## src/rtl/game_pkg.sv

```systemverilog
// Shared state encoding and constants for the note-memory round sequencer.
package game_pkg;

  typedef enum logic [2:0] {
    S_IDLE,
    S_RST,
    S_LOAD,
    S_START,
    S_PLAY,
    S_NEXT,
    S_DONE
  } state_t;

  localparam int unsigned TICK_MAX_DEFAULT = 5000000;
  localparam int SONG_W = 32;
  localparam int NOTE_W = 4;
  localparam logic [3:0] ROUNDS_SAT = 4'd15;

endpackage

```

## src/rtl/game_round_ctrl_key_debounce.sv

```systemverilog
// Keypad debouncer: one strobe per held key, re-armed only by an idle (zero) sample.
module key_debounce
  import game_pkg::*;
#(
  parameter int DEB_CYCLES = 4
) (
  input  logic              clk,
  input  logic              reset,
  input  logic              enable,
  input  logic [NOTE_W-1:0] key_raw,
  output logic              keypad_enable,
  output logic [NOTE_W-1:0] keypad_code
);

  localparam int CW = (DEB_CYCLES > 1) ? $clog2(DEB_CYCLES) : 1;
  localparam logic [CW-1:0] CMAX = CW'(DEB_CYCLES - 1);

  logic [NOTE_W-1:0] prev_q;
  logic [NOTE_W-1:0] code_q;
  logic [CW-1:0]     cnt_q;
  logic [CW-1:0]     cnt_nxt;
  logic              lock_q;
  logic              same;
  logic              accept;

  // Counter saturates so a long hold cannot wrap into a second accept.
  always_comb begin
    same    = (key_raw != '0) && (key_raw == prev_q);
    cnt_nxt = '0;
    if (same) begin
      cnt_nxt = (cnt_q == CMAX) ? CMAX : cnt_q + 1'b1;
    end
    accept = enable && !lock_q && (key_raw != '0) && (cnt_nxt == CMAX);
  end

  always_ff @(posedge clk) begin
    if (!reset) begin
      prev_q <= '0;
      cnt_q  <= '0;
      lock_q <= 1'b0;
      code_q <= '0;
    end else if (!enable) begin
      prev_q <= '0;
      cnt_q  <= '0;
      lock_q <= 1'b0;
    end else begin
      prev_q <= key_raw;
      cnt_q  <= cnt_nxt;
      if (accept) begin
        lock_q <= 1'b1;
        code_q <= key_raw;
      end else if (key_raw == '0) begin
        lock_q <= 1'b0;
      end
    end
  end

  assign keypad_enable = accept;
  assign keypad_code   = accept ? key_raw : code_q;

endmodule

```

## src/rtl/game_round_ctrl.sv

```systemverilog
// Round sequencer for the note-memory game datapath.
// Define GAME_SHUFFLE_EN to rotate the song order by an LFSR-chosen offset.
module game_round_ctrl
  import game_pkg::*;
#(
  parameter int unsigned TICK_MAX = TICK_MAX_DEFAULT,
  parameter int NUM_SONGS = 4,
  parameter int DEB_CYCLES = 4,
  parameter int TIMEOUT_TICKS = 40
) (
  input  logic                        clk,
  input  logic                        reset,
  input  logic                        start_btn,
  input  logic [NOTE_W-1:0]           key_raw,
  input  logic [SONG_W*NUM_SONGS-1:0] song_bank,
  input  logic                        game_end,
  output logic                        game_rst,
  output logic [SONG_W-1:0]           data_out,
  output logic                        write_enable,
  output logic                        game_start,
  output logic                        keypad_enable,
  output logic [NOTE_W-1:0]           keypad_code,
  output logic [2:0]                  round_num,
  output logic [3:0]                  rounds_cleared,
  output logic                        busy,
  output logic                        session_done,
  output logic                        timeout_flag
);

  localparam int LW = $clog2(NUM_SONGS);
  localparam int TW = (TICK_MAX > 1) ? $clog2(TICK_MAX) : 1;
  localparam int IW = $clog2(TIMEOUT_TICKS + 1);
  localparam logic [LW-1:0] LAST = LW'(NUM_SONGS - 1);

  state_t state_q;
  state_t state_nxt;

  logic [TW-1:0] tcnt_q;
  logic          tick;
  logic          start_q;
  logic          rise;
  logic          session_start;
  logic          play_en;
  logic          last_round;
  logic [LW-1:0] slot;
  logic [LW-1:0] offset_q;
  logic [IW-1:0] idle_q;
  logic [IW-1:0] idle_nxt;
  logic          timeout;

  assign tick = (tcnt_q == TW'(TICK_MAX - 1));

  always_ff @(posedge clk) begin
    if (!reset) begin
      tcnt_q <= '0;
    end else begin
      tcnt_q <= tick ? '0 : tcnt_q + 1'b1;
    end
  end

  // Edge register tracks the button in every state so no stale edge survives.
  always_ff @(posedge clk) begin
    if (!reset) begin
      start_q <= 1'b0;
    end else begin
      start_q <= start_btn;
    end
  end

  assign rise = start_btn && !start_q;
  assign session_start = rise &&
    ((state_q == S_IDLE) || (state_q == S_DONE));

`ifdef GAME_SHUFFLE_EN
  logic [7:0] lfsr_q;

  always_ff @(posedge clk) begin
    if (!reset) begin
      lfsr_q   <= 8'h01;
      offset_q <= '0;
    end else begin
      lfsr_q <= {lfsr_q[6:0],
                 lfsr_q[7] ^ lfsr_q[5] ^ lfsr_q[4] ^ lfsr_q[3]};
      if (session_start) begin
        offset_q <= lfsr_q[LW-1:0];
      end
    end
  end
`else
  assign offset_q = '0;
`endif

  assign slot       = round_num[LW-1:0] + offset_q;
  assign last_round = (round_num[LW-1:0] == LAST);

  key_debounce #(
    .DEB_CYCLES(DEB_CYCLES)
  ) u_deb (
    .clk          (clk),
    .reset        (reset),
    .enable       (play_en),
    .key_raw      (key_raw),
    .keypad_enable(keypad_enable),
    .keypad_code  (keypad_code)
  );

  // A press in the same cycle as a tick wins: the player was active.
  always_comb begin
    idle_nxt = idle_q;
    if (keypad_enable) begin
      idle_nxt = '0;
    end else if (tick) begin
      idle_nxt = idle_q + 1'b1;
    end
    timeout = (idle_nxt == IW'(TIMEOUT_TICKS));
  end

  always_ff @(posedge clk) begin
    if (!reset) begin
      state_q <= S_IDLE;
    end else begin
      state_q <= state_nxt;
    end
  end

  always_comb begin
    state_nxt = state_q;
    case (state_q)
      S_IDLE:  if (rise) state_nxt = S_RST;
      S_DONE:  if (rise) state_nxt = S_RST;
      S_RST:   state_nxt = S_LOAD;
      S_LOAD:  state_nxt = S_START;
      S_START: state_nxt = S_PLAY;
      S_PLAY: begin
        if (game_end) begin
          state_nxt = S_NEXT;
        end else if (timeout) begin
          state_nxt = S_DONE;
        end
      end
      S_NEXT:  state_nxt = last_round ? S_DONE : S_RST;
      default: state_nxt = S_IDLE;
    endcase
  end

  always_comb begin
    game_rst     = !reset;
    write_enable = 1'b0;
    game_start   = 1'b0;
    busy         = 1'b1;
    session_done = 1'b0;
    play_en      = 1'b0;
    case (state_q)
      S_IDLE:  busy = 1'b0;
      S_RST:   game_rst = 1'b1;
      S_LOAD:  write_enable = 1'b1;
      S_START: game_start = 1'b1;
      S_PLAY:  play_en = 1'b1;
      S_DONE: begin
        busy         = 1'b0;
        session_done = 1'b1;
      end
      default: ;
    endcase
  end

  always_ff @(posedge clk) begin
    if (!reset) begin
      round_num      <= '0;
      rounds_cleared <= '0;
      timeout_flag   <= 1'b0;
      data_out       <= '0;
      idle_q         <= '0;
    end else begin
      if (session_start) begin
        round_num      <= '0;
        rounds_cleared <= '0;
        timeout_flag   <= 1'b0;
      end
      if (state_q == S_RST) begin
        data_out <= song_bank[int'(slot)*SONG_W +: SONG_W];
      end
      if (state_q == S_START) begin
        idle_q <= '0;
      end
      if (state_q == S_PLAY) begin
        idle_q <= idle_nxt;
        if (game_end) begin
          if (rounds_cleared != ROUNDS_SAT) begin
            rounds_cleared <= rounds_cleared + 1'b1;
          end
        end else if (timeout) begin
          timeout_flag <= 1'b1;
        end
      end
      if ((state_q == S_NEXT) && !last_round) begin
        round_num <= round_num + 1'b1;
      end
    end
  end

endmodule

```

## config.mk

```make
export PLATFORM = sky130hd
export DESIGN_NAME = game_round_ctrl
export DESIGN_NICKNAME = d
export VERILOG_FILES = /design/src/rtl/game_pkg.sv /design/src/rtl/game_round_ctrl_key_debounce.sv /design/src/rtl/game_round_ctrl.sv
export SDC_FILE = /design/constraint.sdc
export NUM_CORES = 1
export LEC_CHECK = 0
export BUFFER_PORTS_ARGS = -buffer_cell sky130_fd_sc_hd__buf_4
export CAP_MARGIN = 20
export CORE_UTILIZATION = 45
export DETAILED_ROUTE_END_ITERATION = 12
export GPL_ROUTABILITY_DRIVEN = 0
export GPL_TIMING_DRIVEN = 0
export PLACE_DENSITY = 0.78
export SLEW_MARGIN = 5
export SYNTH_ARGS = -nofsm -noshare
export SYNTH_HDL_FRONTEND = slang
export SYNTH_HIERARCHICAL = 1
export SYNTH_SLANG_ARGS = --single-unit
```

## constraint.sdc

```tcl
create_clock -name clk -period 3.2 [get_ports clk]
set_clock_uncertainty 0.2 [all_clocks]
set_input_delay 0.16 -clock clk [delete_from_list [all_inputs] [get_ports clk]]
set_output_delay 0.16 -clock clk [all_outputs]
set_load 0.1 [all_outputs]
```

==> results by group, run 1 <==
Run status
  – Run status: finished, final reports clean

Power
  – Power Density: 589 nW/um^2
  – Clock network fraction of design power: 23.5%
  – Final Power: 3860 uW
  – Switching share of power: 44.7%
  – Switching power of the nets: 1730 uW
  – Max IR drop VDD: 616 uV
  – Pint: 2130 uW
  – Leakage Power: roughly 0.0026 uW
  – Proportion of power drawn by combinational gates: about 44%
  – Portion of total power attributed to sequential cells: 32.1%

Worst setup path
  – Register-to-Register Setup Slack: approximately 0.40 ns
  – Crit path capture type: output port
  – Startpoint of the worst-slack reg-to-reg timing path: state_q[2]
  – Data arrival at the endpoint of the critical path: 2.62 ns
  – Depth of the most critical reg-to-reg path: 11
  – Highest cell delay on the worst timing path: 0.52 ns
  – Crit path depth: 8
  – Cell with the largest stage delay on the worst path: sky130_fd_sc_hd__dfxtp_1
  – Most common cell on crit path: sky130_fd_sc_hd__nand2_1
  – CP cell instances: nand2_1 -> inv_1 -> nand2_1 -> nor4_4 -> and2_4 -> buf_6 -> mux2_4 -> buf_4
  – Maximum fanout encountered on the critical timing path: 12
  – Crit path buffers/inverters: 3
  – Critical Path Source Type: register
  – Crit Path Category: register to output port
  – End of the worst register-to-register path: idle_q[1]
  – Worst path required time: 2.84 ns
  – Largest delay share family, worst path: simple AND/OR/NAND/NOR gates
  – Beginning of the critical path: state_q[2]

Yosys
  – Cell type with the largest total area after synthesis: sky130_fd_sc_hd__dfxtp_1
  – Syn Nets: between 600 and 700
  – FFs w/ async S/R, synth: 0%
  – Register bit count reported by yosys: 84
  – Mean Syn Cell Area: about 9.2 sq um
  – Fraction of the yosys area taken by sequential cells: a little over a third
  – Most frequent cell after synthesis: sky130_fd_sc_hd__nand2_1
  – Most frequent cells after synthesis: 95 x sky130_fd_sc_hd__nand2_1, 84 x sky130_fd_sc_hd__dfxtp_1, 37 x sky130_fd_sc_hd__nor2_1, 33 x sky130_fd_sc_hd__a21boi_0, 32 x sky130_fd_sc_hd__mux4_2
  – Warnings, synthesis: 6
  – Post-synthesis cell count: 507
  – Number of distinct library cells after synthesis: 61
  – Netlist Area Pre-Place: 4680 sq um
  – Ranking of synthesized cells by area: sky130_fd_sc_hd__dfxtp_1 36%, sky130_fd_sc_hd__mux4_2 15%, sky130_fd_sc_hd__nand2_1 7.6%, sky130_fd_sc_hd__a21boi_0 5.3%, sky130_fd_sc_hd__nor2_1 3.0%
  – Share of the synthesized area in the top cell type: 35.9%
  – Primary FF master, synth: sky130_fd_sc_hd__dfxtp_1
  – Count of flip-flops with a built-in enable after synthesis: 0

Placed design
  – Dpl hpwl: about 11 mm
  – Port buffer count: 185
  – Placement Cell Area: ~6200 sq um
  – DP Worst Slack: between 0.3 and 0.4 ns

Clocking
  – H-tree depth reported by CTS: 3
  – Clock-pin slew of the registers on the worst-case setup and hold paths: 0.08 ns
  – Clock tree from TritonCTS: yes
  – Clock tree root buffer cell: sky130_fd_sc_hd__clkbuf_8
  – Number of post-CTS setup repair buffers: 0
  – Sinks on Clock Net: 84
  – Num CTS Buffers: 9
  – Maximum buffer depth of the clock tree: 2
  – Latest clock arrival within the worst-skew pair: ~0.36 ns

Worst hold path
  – End point of the most critical hold path: data_out[27]
  – Startpoint of the worst hold path: song_bank[91]
  – Class of the tightest hold or removal check: primary input to register
  – Worst hold path depth: 4

STA
  – Max-Slew Margin vs Limit: 51.9%
  – Worst-Margin Slew: 0.721 ns
  – Final total negative setup slack: 0 ns
  – Final hold violations: 0
  – Peak Freq: around 340 MHz
  – Setup repair after global routing missed its margin: false
  – Final critical-path share of the clock period: roughly 93%
  – Count of final max-slew check failures: 0
  – Hold WS: about 0.10 ns
  – Setup ws final: 0.219 ns
  – Post-layout min period: 2.98 ns
  – Setup-failing EPs final: 0

Final layout
  – Area added between synthesis and finish: 40.1%
  – Number of fill cells: 821
  – Antenna diode count: 0
  – Net count of the finished layout: 850
  – Finished layout cell area: between 6000 and 7000 sq um
  – Ratio of cells with drive above 1 in the final layout: a little over a third

Global route
  – Antenna violations before repair: 0
  – Pin count of the biggest net entering global routing: 14
  – Global-route wire length before repair: 22.1 mm
  – Grt total ovfl: 0
  – Vias in the first global route: 4742
  – Global-route usage over all layers: 25.6%

Route
  – Detailed Route Iter0 Violations: 201
  – Iteration count of the initial detailed-routing pass: 4
  – Via/cell ratio: 5.39
  – Antenna-violating nets left: 0
  – Count of unresolved DRC violations after routing: 0
  – Via count: between 4000 and 5000
  – Average wire per standard cell: between 15 and 20 um
  – Total wire length: 13.6 mm

Floorplan
  – Initial core utilization: 47.2%
  – Number of rows created at floorplan: 36
  – Top-level I/O count: around 190
  – Die extent in y: between 100 and 150 um
  – Die Area: roughly 11000 sq um
  – Die width: 104 um
  – Placeable core area: 9910 sq um

Flow run
  – Count of maximum capacitance violations: 0
-- sequential cells by signal, summed over array words and instances, names as in the netlist --
signal	cells
data_out	32
idle_q	6
round_num	3
rounds_cleared	4
start_q	1
state_q	3
tcnt_q	23
timeout_flag	1
u_deb/cnt_q	2
u_deb/code_q	4
u_deb/lock_q	1
u_deb/prev_q	4
-- kinds of logic (layout without fill, tap and decap cells) --
group | Yosys count | in the layout | share of synthesized area (%)
muxes | 40 | 40 | 17.5
buffers and inverters | 42 | 249 | 3.93
and+or+nand+nor | 228 | 228 | 24.9
adders and majority gates | 4 | 4 | 1.07
AOI/OAI and AO/OA | 84 | 84 | 11.9
xor gates and xnor gates | 25 | 25 | 4.68
DFF | 84 | 84 | 35.9
-- how the worst max path moves through the flow --
stage | end | slack (ns)
4_1_cts | keypad_code[3] | 0.08
6_report | keypad_code[0] | 0.22
3_5_place_dp | idle_q[1] | 0.30
2_1_floorplan | session_done | 0.07
3_3_place_gp | idle_q[1] | 0.38
5_1_grt | keypad_code[0] | 0.05
-- cells in the final DEF, fill, tap and decap left out, types with 5 or more instances in the layout --
master,instances
sky130_fd_sc_hd__xor2_1,14
sky130_fd_sc_hd__a21oi_1,10
sky130_fd_sc_hd__clkbuf_8,10
sky130_fd_sc_hd__xnor2_1,11
sky130_fd_sc_hd__mux4_2,32
sky130_fd_sc_hd__a21boi_0,33
sky130_fd_sc_hd__nor2b_1,11
sky130_fd_sc_hd__nor2_1,37
sky130_fd_sc_hd__buf_4,185
sky130_fd_sc_hd__o21ai_0,22
sky130_fd_sc_hd__and2_1,6
sky130_fd_sc_hd__nor3b_1,5
sky130_fd_sc_hd__clkbuf_1,24
sky130_fd_sc_hd__and3_1,7
sky130_fd_sc_hd__nor3_1,8
sky130_fd_sc_hd__dlygate4sd3_1,8
sky130_fd_sc_hd__nand4_1,8
sky130_fd_sc_hd__nand3_1,17
sky130_fd_sc_hd__dfxtp_1,84
sky130_fd_sc_hd__inv_1,11
sky130_fd_sc_hd__nand2_1,95
-- worst register-to-register path: cells and delay by family (launching register included) --
family	cells	cell delay, ns
flip-flops	1	0.52
AO/OA/AOI/OAI	2	0.34
buffers and inverters	3	0.68
AND/OR/NAND/NOR	6	0.96
-- layer usage --
layer | vias up | part of all wire [%] | track usage [%]
met4 | 0 | 2.5 | 10.9
met5 | - | 0 | 0
met2 | 147 | 54 | 47.6
li1 | 2211 | - | -
met1 | 2183 | 37 | 26.9
met3 | 26 | 6.4 | 6.89
-- cell type report --
cell class,instances,area (sq um),share of cell area [%]
buffer,30,139,2.12
clock buffer,11,141,2.16
multi-input combinational,381,2820,43.0
inverter,11,41.3,0.630
sequential,84,1680,25.7
clock inverter,4,97.6,1.49
timing repair buffer,193,1470,22.4
tap,133,166,2.54
-- power groups by stage --
stage | Combinational [uW] | Sequential, uW | Clock [uW]
5_1_grt | 1800 | 1250 | 951
6_report | 1710 | 1240 | 908
4_1_cts | 1720 | 1230 | 920
2_1_floorplan | 571 | 1930 | 0
3_5_place_dp | 1710 | 1250 | 0
3_3_place_gp | 1690 | 1250 | 0
-- per-stage QoR --
stage,utilization [%],instances
5_1_grt,66.1,847
3_5_place_dp,63.0,825
3_3_place_gp,63.0,825
2_1_floorplan,-,507
6_report,66.1,847
4_1_cts,66.2,848
-- repair_timing --
item / in CTS / in global routing
hold buffers: 8 / 0
endpoints found under the setup margin: 0 / 4
gates resized for setup: 0 / 0
hold endpoints to repair: 13 / 0
(Power assumes the default switching activity.)
==> run 2: changes to the inputs <==
--- a/config.mk
+++ b/config.mk
@@ -11,7 +11,8 @@
 export DETAILED_ROUTE_END_ITERATION = 12
 export GPL_ROUTABILITY_DRIVEN = 0
 export GPL_TIMING_DRIVEN = 0
-export PLACE_DENSITY = 0.78
+export HOLD_SLACK_MARGIN = 0.1
+export PLACE_DENSITY = 0.75
 export SLEW_MARGIN = 5
 export SYNTH_ARGS = -nofsm -noshare
 export SYNTH_HDL_FRONTEND = slang
==> run 2 against run 1 <==
Compared with the run above: non-clock buffer count rose by 3; register-to-register slack got worse by 0.06 ns; via count is 0.39% higher; highest routed layer unchanged.
==> results by group, run 2 (same netlist as run 1, synthesis figures left out) <==
Worst setup path
  – Critical Path Source Type: register
  – Data arrival at the endpoint of the critical path: 2.65 ns
  – Crit Path Category: register to output port
  – Maximum fanout encountered on the critical timing path: 12
  – Most common cell on crit path: sky130_fd_sc_hd__nand2_1
  – Largest delay share family, worst path: simple AND/OR/NAND/NOR gates
  – End of the worst register-to-register path: idle_q[1]
  – Beginning of the critical path: state_q[1]
  – Startpoint of the worst-slack reg-to-reg timing path: state_q[1]
  – CP cell instances: nor2_1 -> nand2_1 -> inv_1 -> nand2_1 -> nor4_4 -> and2_4 -> buf_6 -> mux2_4 -> buf_4
  – Cell with the largest stage delay on the worst path: sky130_fd_sc_hd__dfxtp_1
  – Crit path capture type: output port
  – Depth of the most critical reg-to-reg path: 12
  – Crit path buffers/inverters: 3
  – Worst path required time: 2.84 ns
  – Highest cell delay on the worst timing path: 0.38 ns
  – Register-to-Register Setup Slack: 0.34 ns

Route
  – Met3 WL: 975 um
  – Detailed Route Iter0 Violations: 164
  – Via count: 4585
  – Iteration count of the initial detailed-routing pass: 4
  – Count of unresolved DRC violations after routing: 0
  – Topmost layer with routed signal wires: met4
  – Average wire per standard cell: 16.0 um
  – Met1 layer wirelength in the final routing: between 5 and 6 mm
  – Antenna-violating nets left: 0
  – Total wire length: 13.6 mm
  – Routed wire length on met2: 6.79 mm
  – Via/cell ratio: 5.40

Worst hold path
  – Class of the tightest hold or removal check: primary input to register
  – Worst hold path depth: 4
  – Startpoint of the worst hold path: song_bank[87]
  – End point of the most critical hold path: data_out[23]

Power
  – Pint: 2110 uW
  – Switching power of the nets: 1730 uW
  – Final Power: 3840 uW
  – Leakage Power: 0.00263 uW
  – Power Density: 584 nW/um^2
  – Max IR drop VDD: 484 uV
  – Proportion of power drawn by combinational gates: between 40% and 50%
  – Switching share of power: between 40 and 50%
  – Clock network fraction of design power: 23.2%
  – Portion of total power attributed to sequential cells: approximately a third

Clocking
  – Latest clock arrival within the worst-skew pair: 0.36 ns
  – Sinks on Clock Net: 84
  – Number of post-CTS setup repair buffers: 0
  – Num CTS Buffers: 9
  – Clock tree root buffer cell: sky130_fd_sc_hd__clkbuf_8
  – H-tree depth reported by CTS: 3
  – Maximum buffer depth of the clock tree: 2
  – Number of gates resized after CTS: 0
  – Clock tree from TritonCTS: yes
  – Clock-pin slew of the registers on the worst-case setup and hold paths: 0.09 ns

STA
  – Worst-Margin Slew: 0.818 ns
  – Peak Freq: 333 MHz
  – Max-Slew Margin vs Limit: 45.4%
  – Final critical-path share of the clock period: 93.9%
  – Setup-failing EPs final: 0
  – Count of final max-slew check failures: 0
  – Setup ws final: about 0.19 ns
  – Post-layout min period: 3.01 ns
  – Final hold violations: 0
  – Final total negative setup slack: 0 ns
  – Setup repair after global routing missed its margin: false

Final layout
  – Net count of the finished layout: 853
  – Fin cells: 849
  – Share of the core filled with cells in the final layout: about two thirds
  – Flip-flop count of the largest register, all copies and words added: 32
  – Area of the multi-input gates: 2820 sq um
  – Most frequent standard cell in the layout excluding fill and tap cells: sky130_fd_sc_hd__buf_4
  – Area used by sequential logic in the layout: 1680 sq um
  – Area added between synthesis and finish: 40.5%
  – Most frequent cells in the layout: 185 x sky130_fd_sc_hd__buf_4, 95 x sky130_fd_sc_hd__nand2_1, 84 x sky130_fd_sc_hd__dfxtp_1
  – Number of fill cells: 819
  – Antenna diode count: 0
  – Ratio of cells with drive above 1 in the final layout: between 30% and 40%
  – Most flop-heavy register: data_out
  – Top Registers: data_out (32), tcnt_q (23), idle_q (6)

Global route
  – Global-route wire length before repair: 21.9 mm
  – Grt total ovfl: 0
  – Antenna violations before repair: 0
  – Pin count of the biggest net entering global routing: 14
  – Vias in the first global route: 4640
  – Global-route usage over all layers: 25.2%

Flow run
  – Count of maximum capacitance violations: 0

Floorplan
  – Initial core utilization: around 47%
  – Placeable core area: 9910 sq um
  – Die width: 104 um
  – Die extent in y: 104 um
  – Number of rows created at floorplan: 36
  – Top-level I/O count: 186
  – Die Area: 10800 sq um

Placed design
  – DP Worst Slack: around 0.28 ns
  – Dpl hpwl: 10.7 mm
  – Port buffer count: roughly 190
  – Total instance count after detailed placement: 825

Run status
  – Run status: finished, final reports clean
==> run 2: routing by layer <==
| metal | vias to the layer above | global-route usage (%) |
|---|---|---|
| li1 | 2220 | - |
| met1 | 2141 | 27.2 |
| met2 | 180 | 44.0 |
| met3 | 44 | 6.77 |
| met4 | 0 | 15.5 |
| met5 | - | 0 |
==> run 2: what timing repair did <==
action,4_1_cts,5_1_grt
hold buffers,11,0
endpoints found under the hold margin,16,0
endpoints found under the setup margin,0,4
==> run 2: worst max-delay path by stage <==
stage                           to  slack [ns]  cells past startpoint
floorplan             session_done        0.07                      3
global placement         idle_q[1]        0.34                     12
detailed placement       idle_q[1]        0.28                     12
CTS                 keypad_code[0]        0.07                      9
global route        keypad_code[0]        0.05                      9
finish              keypad_code[0]        0.19                      9
==> run 2: power groups by stage <==
stage | clock network (uW) | logic, uW | registers [uW]
floorplan | 0 | 571 | 1930
global placement | 0 | 1690 | 1250
detailed placement | 0 | 1700 | 1250
CTS | 904 | 1720 | 1230
global route | 956 | 1790 | 1250
finish | 889 | 1710 | 1240
==> run 2: worst min-delay path: stages <==
cell and delay (ns):
sky130_fd_sc_hd__buf_4 0.08, sky130_fd_sc_hd__mux4_2 0.21, sky130_fd_sc_hd__nand2_1 0.05, sky130_fd_sc_hd__a21boi_0 0.13
==> run 2: metrics by stage <==
stage / area [sq um] / hold WS, ns
after floorplan: 4680 / 0.0817
after global placement: 6240 / 0.188
after detailed placement: 6240 / 0.189
after CTS: 6580 / 0.100
after global routing: 6570 / 0.112
final: 6570 / 0.105
==> run 2: final cells by class <==
| class | count | area share, % |
|---|---|---|
| multi-input cells | 381 | 42.9 |
| flip-flops and latches | 84 | 25.6 |
| repair buffers | 196 | 22.8 |
| well taps | 133 | 2.53 |
| plain buffers | 30 | 2.11 |
| clock buffers | 9 | 1.88 |
| clock inverters | 5 | 1.56 |
| inverters | 11 | 0.628 |
